[src/rtl/serial_adder_pkg.sv]
// serial_adder_pkg: state encoding and default width shared by the serial adder files
package serial_adder_pkg;
  typedef enum logic [1:0] {
    ST_IDLE = 2'd0,
    ST_ADD  = 2'd1,
    ST_DONE = 2'd2
  } state_t;
  localparam int DEFAULT_WIDTH = 8;
endpackage

[src/rtl/full_adder.sv]
// full_adder: one-bit full adder built from two half adders and an OR
module full_adder (
  input  logic a,
  input  logic b,
  input  logic cin,
  output logic sum,
  output logic cout
);
  logic s0, c0, c1;
  half_adder u_ha0 (.a(a),  .b(b),   .sum(s0),  .carry(c0));
  half_adder u_ha1 (.a(s0), .b(cin), .sum(sum), .carry(c1));
  assign cout = c0 | c1;
endmodule

[src/rtl/half_adder.sv]
// half_adder: one-bit sum and carry of two inputs
module half_adder (
  input  logic a,
  input  logic b,
  output logic sum,
  output logic carry
);
  assign sum   = a ^ b;
  assign carry = a & b;
endmodule

[src/rtl/serial_adder.sv]
// serial_adder: LSB-first bit-serial adder, one full-adder slice plus a carry flop
module serial_adder
  import serial_adder_pkg::*;
#(
  parameter int WIDTH = DEFAULT_WIDTH
) (
  input  logic             clk,
  input  logic             rst,
  input  logic             start,
  input  logic [WIDTH-1:0] a,
  input  logic [WIDTH-1:0] b,
  input  logic             cin,
  output logic             busy,
  output logic             done,
  output logic [WIDTH-1:0] sum,
  output logic             cout
);
  localparam int CW = $clog2(WIDTH);
  state_t state, state_d;
  logic [WIDTH-1:0] a_sr, b_sr, acc_sr, acc_d;
  logic [CW-1:0] cnt;
  logic carry, fa_s, fa_c, accept, last;
  full_adder u_fa (.a(a_sr[0]), .b(b_sr[0]), .cin(carry), .sum(fa_s), .cout(fa_c));
  // start is only honoured outside ADD, which covers both IDLE and the back-to-back DONE case
  assign accept = start && state != ST_ADD;
  assign last   = cnt == CW'(WIDTH - 1);
  assign acc_d  = {fa_s, acc_sr[WIDTH-1:1]};
  assign busy   = state == ST_ADD;
  assign done   = state == ST_DONE;
  always_comb begin
    state_d = ST_IDLE;
    state_d = accept ? ST_ADD : (state == ST_ADD) ? (last ? ST_DONE : ST_ADD) : ST_IDLE;
  end
  always_ff @(posedge clk or posedge rst) begin
    if (rst) state <= ST_IDLE;
    else     state <= state_d;
  end
  always_ff @(posedge clk or posedge rst) begin
    if (rst) begin
      a_sr   <= '0;
      b_sr   <= '0;
      acc_sr <= '0;
      carry  <= 1'b0;
      cnt    <= '0;
      sum    <= '0;
      cout   <= 1'b0;
    end else if (accept) begin
      a_sr  <= a;
      b_sr  <= b;
      carry <= cin;
      cnt   <= '0;
    end else if (state == ST_ADD) begin
      a_sr   <= a_sr >> 1;
      b_sr   <= b_sr >> 1;
      acc_sr <= acc_d;
      carry  <= fa_c;
      cnt    <= cnt + 1'b1;
      if (last) begin
        sum  <= acc_d;
        cout <= fa_c;
      end
    end
  end
endmodule

[config.mk]
export PLATFORM = sky130hd
export DESIGN_NAME = serial_adder
export DESIGN_NICKNAME = d
export VERILOG_FILES = /design/src/rtl/serial_adder_pkg.sv /design/src/rtl/full_adder.sv /design/src/rtl/half_adder.sv /design/src/rtl/serial_adder.sv
export SDC_FILE = /design/constraint.sdc
export NUM_CORES = 1
export LEC_CHECK = 0
export CAP_MARGIN = 20
export CORE_MARGIN = 2
export CORE_UTILIZATION = 45
export CTS_CLUSTER_SIZE = 30
export DETAILED_ROUTE_END_ITERATION = 6
export PLACE_DENSITY_LB_ADDON = 0.2
export SETUP_SLACK_MARGIN = 0.05
export SLEW_MARGIN = 20
export SYNTH_ARGS = -nofsm -noshare
export SYNTH_HDL_FRONTEND = slang
export SYNTH_SLANG_ARGS = --single-unit
[constraint.sdc]
create_clock -name clk -period 3 [get_ports clk]
set_input_delay 0.45 -clock clk [delete_from_list [all_inputs] [get_ports clk]]
set_output_delay 0.45 -clock clk [all_outputs]
set_load 0.02 [all_outputs]
==> out/results.ini <==
[setup_path]
reg2reg_slack_ns=1.45
critPathSlowestCell=clkdlybuf4s50_1
critPathMaxFanout=2
cp-start-kind=register
critPathRequiredTime_ns=2.55
rr_worst_depth=4
arrival_ns=1.44
timing.rr.start=state[1]
cp-end-kind=output port
max_stage_delay_ns=0.59
crit_chain=and2b_1 -> clkdlybuf4s50_1
critical_path_class=reg -> out
timing.rr.end=sum[3]

[yosys]
synth_seq_cells=38
syn_avg_cell_area_um2=13.1
ys.warnings.count=0
synth_cell_type_count=18
synthCells=127
synth_edf_count=0
yosysSeqAreaShare_pct=57.4
synth_fp_nets=150
syn-cell-area_um2=1660
synth_ff_type=dfrtp_1
async_flop_share_pct=100

[floorplan]
rows=22
die_w_um=64.7
die_y_um=64.7
start_util_pct=46.0
fp.dieArea_um2=4190
pin_count=31
core_area_um2=3610

[place]
gp_congestion=0.720
port-buffer-count=30
dp.cells=201
dp_hpwl_um=1910
place_area_um2=2000
dpl_worst_slack_ns=1.29

[route]
wl_um=2770
drt_iter0_markers=50
vias=1010
drt_pass1_iterations=4
drc=0
wl_per_cell_um=13.2
avgViaCountPerCell=4.83
ant_nets=0

[finish]
drive_gt1_share_pct=18.6
fin_cells=209
n_antenna_cell=0
final_common_cell=dfrtp_1
layout.nets=183
syn_to_final_growth_pct=27.3
fin_area_um2=2110
final_cell_mix=38 x dfrtp_1, 30 x clkdlybuf4s50_1, 17 x nand2_1, 17 x o21ai_0, 17 x mux2i_1

[grt]
track_usage_pct=15.0
grt_max_degree=48
antenna_found_initial=0
grt-ovfl-total=0
first_global_vias=1055
grt_pass1_wl_um=4670

[run]
cap_violations=0

[hold_path]
hold_start=b_sr[2]
worst_hold_path.endpoint=b_sr[1]
holdPathStages=2
hold_class=reg -> reg

[sta]
fin_crit_sh_pct=63.1
rsz0062_at_grt=no
tightestPinTransition_ns=0.464
slew_violations=0
setup_viol=0
slew-limit-headroom_pct=69.1
hold_ws_ns=0.480
clock.fmax_mhz=528
finalClockSkew_ns=0.00272
final.setup.tns_ns=0
worst_slack_ns=1.11
hold_viol_final=0
min_period_ns=1.89

[clock_tree]
cts_max_path_buffers=2
cts_resized=0
clock_latency_ns=0.28
clkTransAtPathRegs_ns=0.07
numCtsBuffers=5
post-cts-setup-buffers=0
htree_num_levels=2
cts_hold_buf=0
cts_root_buf=clkbuf_8
cts_tree=built
clkSinkCount=38

[status]
status=finished clean

[power_and_ir_drop]
p_leak_nw=1.01
powerDensity_nw_per_um2=1000
irDropWorstVdd_uv=464

## layer usage
metal | track usage (%) | vias to the layer above | part of all wire (%)
li1 | - | 497 | -
met1 | 18.8 | 492 | 46
met2 | 24.3 | 19 | 49
met3 | 5.38 | 2 | 4.1
met4 | 4.79 | 0 | 0.98
met5 | 0 | - | 0
## critical path, delay by kind of cell (launching register included)
kind          cells  cell delay (ns)
buf+inv           1             0.59
flops             1             0.38
simple gates      1             0.19
## sequential cells by signal, indices dropped and copies added, names as in the netlist
signal	cells
carry	1
state	2
a_sr	8
cout	1
b_sr	8
acc_sr	7
cnt	3
sum	8
## metrics by stage
step                power, mW  utilization [%]
floorplan                1.49                -
finish                   2.12             58.5
global route             2.28             58.5
global placement         1.70             55.5
CTS                      2.15             58.5
detailed placement       1.75             55.5
## area by class of cell
class                   count  area (µm²)
fillers                   316        1500
inverters                   2        7.51
multi-input cells          80         659
well taps                  48        60.1
clock buffers               8         110
repair buffers             33         323
flip-flops and latches     38         951
## power by group
part	internal, mW	switching [mW]	total [mW]
Combinational	0.442	0.398	0.839
Clock	0.232	0.167	0.398
Sequential	0.747	0.136	0.883
## logic make-up (layout without fill, tap and decap cells)
family / Yosys count / after routing / share of synthesized area (%)
buf+inv: 9 / 43 / 2.87
flops: 38 / 38 / 57.4
simple gates: 25 / 25 / 7.77
mux: 34 / 34 / 23.8
compound gates: 18 / 18 / 5.43
fa+ha+maj: 3 / 3 / 2.72
## how the worst max path moves through the flow
stage / slack [ns] / cells after the start / endpoint / startpoint
final: 1.11 / 2 / done / state[0]
after global routing: 1.04 / 2 / done / state[0]
after CTS: 1.09 / 2 / done / state[0]
after detailed placement: 1.29 / 4 / cnt[0] / start
after global placement: 1.31 / 4 / cnt[0] / start
after floorplan: 1.65 / 3 / busy / state[1]
## cells in the mapped netlist, drive strengths merged, types with 2 or more instances
master	n	area [µm²]
dfrtp	38	951
nand2	18	83.8
mux2	17	225
mux2i	17	170
o21ai	17	85.1
buf	6	36.3
nor2	3	11.3
ha	2	25.0
inv	2	7.51
nand2b	2	12.5
No activity file was read; power rests on OpenSTA's default activity.
==> patch 1: new RTL, same settings <==
Put a register stage on the outputs `busy` and `done`, without a reset. The values now appear one clock later. The other outputs are not delayed to match.
--- a/src/rtl/serial_adder.sv
+++ b/src/rtl/serial_adder.sv
@@ -27,4 +27,6 @@
   assign acc_d  = {fa_s, acc_sr[WIDTH-1:1]};
-  assign busy   = state == ST_ADD;
-  assign done   = state == ST_DONE;
+  always_ff @(posedge clk) begin
+    busy <= state == ST_ADD;
+    done <= state == ST_DONE;
+  end
   always_comb begin
Function: changed (Yosys sat finds a counterexample within 4 cycles, from zero or initial values and one cycle with rst high).
==> patch 1 against the unedited design <==
Design area is 7.6% higher. Synthesized cell count down 12%. Power up 6.0%. Clock skew hardly changed. Sequential cell count increased by 2. Worst setup slack improved by 0.19 ns. Global-route usage grew 0.46 points. Routed wire length increased by 4.5%. Count of clock-buffer cells in the layout is 2 lower. Non-clock buffer count is the same. First-iteration DRC count down 32%. Area after synthesis is 9.9% higher. Largest cell class unchanged. Highest routed layer unchanged.
==> patch 1: results (changes against the unedited design) <==
metric	value	unit	change
status	finished clean		
drt wl/cell	14.61	um	+10%
worst hold slack	0.4635	ns	-0.01675 ns
first-pass GRT wire length	5.119	mm	+9.6%
DRT iter0 DRCs	34		-32%
synthesized net count	135		-10%
combinational share of power	0.411		+0.015
Max FO, Critical Path	10		+8
placed insts	190		-5.5%
mux share of post-synthesis cell area	0.3743		+0.1358
Critical Path Max Stage Delay	0.40	ns	-0.19 ns
gr usage total	0.1547		+0.004636
Placement Setup Slack	1.021	ns	-0.2658 ns
GPL Wtd Cong	0.6717		-6.7%
sequential-to-total area share from yosys stat	0.5440		-0.02963
synth top area cells	dfrtp_1, mux2_4, mux2_2		
Final HPWL DP	1.935	mm	+1.0%
post-synthesis compound-gate area fraction	0		-0.05434
VDD IR max	522.2	uV	+13%
met3 usage	0.04833		-0.005486
NumNets Final	170		-7.1%
routed length on met2	1.402	mm	+3.2%
final std cells w/o fill	198		-5.3%
GR Util met2	0.2390		-0.004519
slew margin rel.	0.6660		-0.02483
## patch 1: cell count changes after synthesis, sizes merged, moves of 2 or more
cell   before  now
mux2i      17    4
inv         2    4
nand2      18    0
mux2       17   48
o21ai      17    0
dfxtp       0    2
nor2b       1    3
## patch 1: area by class of cell
cell class,count,area [sq um],share of cell area
clock buffers,6,72.57,0.03194
clock inverters,2,35.03,0.01542
inverters,4,15.01,0.006608
multi-input cells,63,773.2,0.3403
flip-flops and latches,40,991.0,0.4361
well taps,50,62.56,0.02753
repair buffers,33,322.8,0.1421
## patch 1: worst paths after layout
kind | cells after the start | end | start
worst min register to register | 1 | done | state[0]
worst min-delay path | 1 | done | state[0]
worst max register to register | 4 | sum[1] | cnt[0]
worst max-delay path | 4 | sum[1] | cnt[0]
max in group asynchronous | 3 | a_sr[7] | rst
min in group asynchronous | 3 | sum[0] | rst
==> patch 2: new RTL, same settings <==
Made on the original files. Change the package constant `DEFAULT_WIDTH` from 8 to 4.
--- a/src/rtl/serial_adder_pkg.sv
+++ b/src/rtl/serial_adder_pkg.sv
@@ -7,3 +7,3 @@
   } state_t;
-  localparam int DEFAULT_WIDTH = 8;
+  localparam int DEFAULT_WIDTH = 4;
 endpackage
Ports: changed (resized a, b and sum); port bits go from 31 to 19. No check against the original RTL was run, so the function may have changed too.
==> patch 2 against the unedited design <==
Power is 49% lower. First-iteration DRC count down 98%. Area after synthesis fell by 44%. Count of clock-buffer cells in the layout is 4 lower. Via count shrank 44%. Design area decreased by 46%. Worst setup slack lost 0.28 ns. Routed wire length shrank 52%. Sequential share of layout area increased by 0.90 points. Global-route usage fell by 2.1 points. Highest routed layer is now met3. Hold slack improved by 0.015 ns. Maximum frequency decreased by 13%. Non-clock buffer count is 14 lower. Sequential cell count down 17.
==> patch 2: results (changes against the unedited design) <==
metric	value	unit	change
Worst-Skew Late Latency	0.29	ns	
Netlist cell types	17		-1
Psw	369.9	uW	-47%
antenna violations before repair	0		unchanged
DRT iter0 DRCs	1		-98%
CP startpoint kind	register		
Top Registers	a_sr: 4 flops, b_sr: 4 flops, sum: 4 flops		
clk slew on worst S/H paths	0.11	ns	+0.04 ns
vias in the first global route	596		-44%
worst r2r dst	sum[2]		
CTS root buf	clkbuf_4		
NumNets Final	105		-43%
status	finished clean		
RR Startpoint	state[1]		
Max FO, Critical Path	26		+24
worst clock skew	0.001204	ns	-0.001514 ns
gr usage total	0.1290		-0.02108
Final HPWL DP	926.5	um	-52%
Final ANT Viol Nets	0		unchanged
VDD IR max	592.6	uV	+28%
drt total wl	1.340	mm	-52%
LEAKAGE	0.5492	nW	-46%
Critical Path AT	1.72	ns	+0.28 ns
DP Area	0.001117	sq mm	-44%
number of setup buffers added after CTS	0		unchanged
crit path to	busy		
first-pass GRT wire length	2.470	mm	-47%
filler cell count	161		-49%
synth warn	0		unchanged
share of cells above drive strength 1	0.1667		-0.01967
sequential-to-total area share from yosys stat	0.5699		-0.003707
Synth top cells by count	dfrtp_1, mux2i_1, nand2_1, o21ai_0, mux2_4		
Final period util	0.7243		+0.09304
Synth Instances	71		-44%
largest net degree at the start of global routing	27		-44%
htree depth	1		-1
drt wl/cell	11.45	um	-14%
Ant. Diodes	0		unchanged
Worst Reg2Reg Path Length in Cells	4		unchanged
synthesized net count	85		-43%
Post-synth ARST share	1.000		unchanged
flop2flop setup slack	1.68	ns	+0.23 ns
CTS Buf Count	3		-2
post-CTS sizing	0		unchanged
synth top area cells	dfrtp_1, mux2i_1, mux2_4		
worst hold path class	register to register		
Clock Path Buffers	2		unchanged
slew margin rel.	0.4627		-0.2282
GPL Wtd Cong	0.6458		-10%
DR vias/cell	4.863		+0.64%
DR pass1 iterations	2		-2
PortBufs	18		-40%
Placement Setup Slack	1.151	ns	-0.1359 ns
## patch 2: final cells by class
| cell class | instances | area (sq um) | share of cell area |
|---|---|---|---|
| clock buffers | 4 | 26.28 | 0.02298 |
| inverters | 2 | 7.507 | 0.006565 |
| multi-input cells | 44 | 362.8 | 0.3173 |
| flip-flops and latches | 21 | 525.5 | 0.4595 |
| well taps | 27 | 33.78 | 0.02954 |
| repair buffers | 19 | 187.7 | 0.1641 |
## patch 2: worst min path at each step
stage / slack [ns] / cells after the start / to / from
floorplan: 0.43 / 1 / a_sr[0] / rst
global placement: 0.46 / 2 / a_sr[1] / a_sr[2]
detailed placement: 0.47 / 2 / a_sr[0] / a_sr[1]
CTS: 0.50 / 2 / a_sr[0] / a_sr[1]
global route: 0.53 / 2 / a_sr[1] / a_sr[2]
finish: 0.50 / 2 / a_sr[0] / a_sr[1]
## patch 2: layer usage
| metal | vias up | wire (um) | track usage |
|---|---|---|---|
| li1 | 276 | - | - |
| met1 | 282 | 625 | 0.1650 |
| met2 | 11 | 662 | 0.2230 |
| met3 | 0 | 52 | 0.02761 |
| met4 | 0 | 0 | 0.02857 |
| met5 | - | 0 | 0 |
## patch 2: cell families after synthesis
logic type                 Yosys count  synth area share
DFF                                 21            0.5699
muxes                               18            0.2279
and+or+nand+nor                     15           0.08142
AOI/OAI and AO/OA                    9           0.04884
buffers and inverters                6           0.03663
adders and majority gates            2           0.03528
## patch 2: critical path, stage by stage, from the launching register on
cell             delay [ns]
dfrtp_1                0.40
nor2b_2                0.11
buf_4                  0.27
clkdlybuf4s50_1        0.65
## patch 2: power by group through the flow
stage / clock network, mW / registers [mW] / logic [mW]
floorplan: 0 / 0.505 / 0.332
global placement: 0 / 0.478 / 0.478
detailed placement: 0 / 0.483 / 0.487
CTS: 0.138 / 0.476 / 0.491
global route: 0.148 / 0.492 / 0.543
finish: 0.130 / 0.475 / 0.484
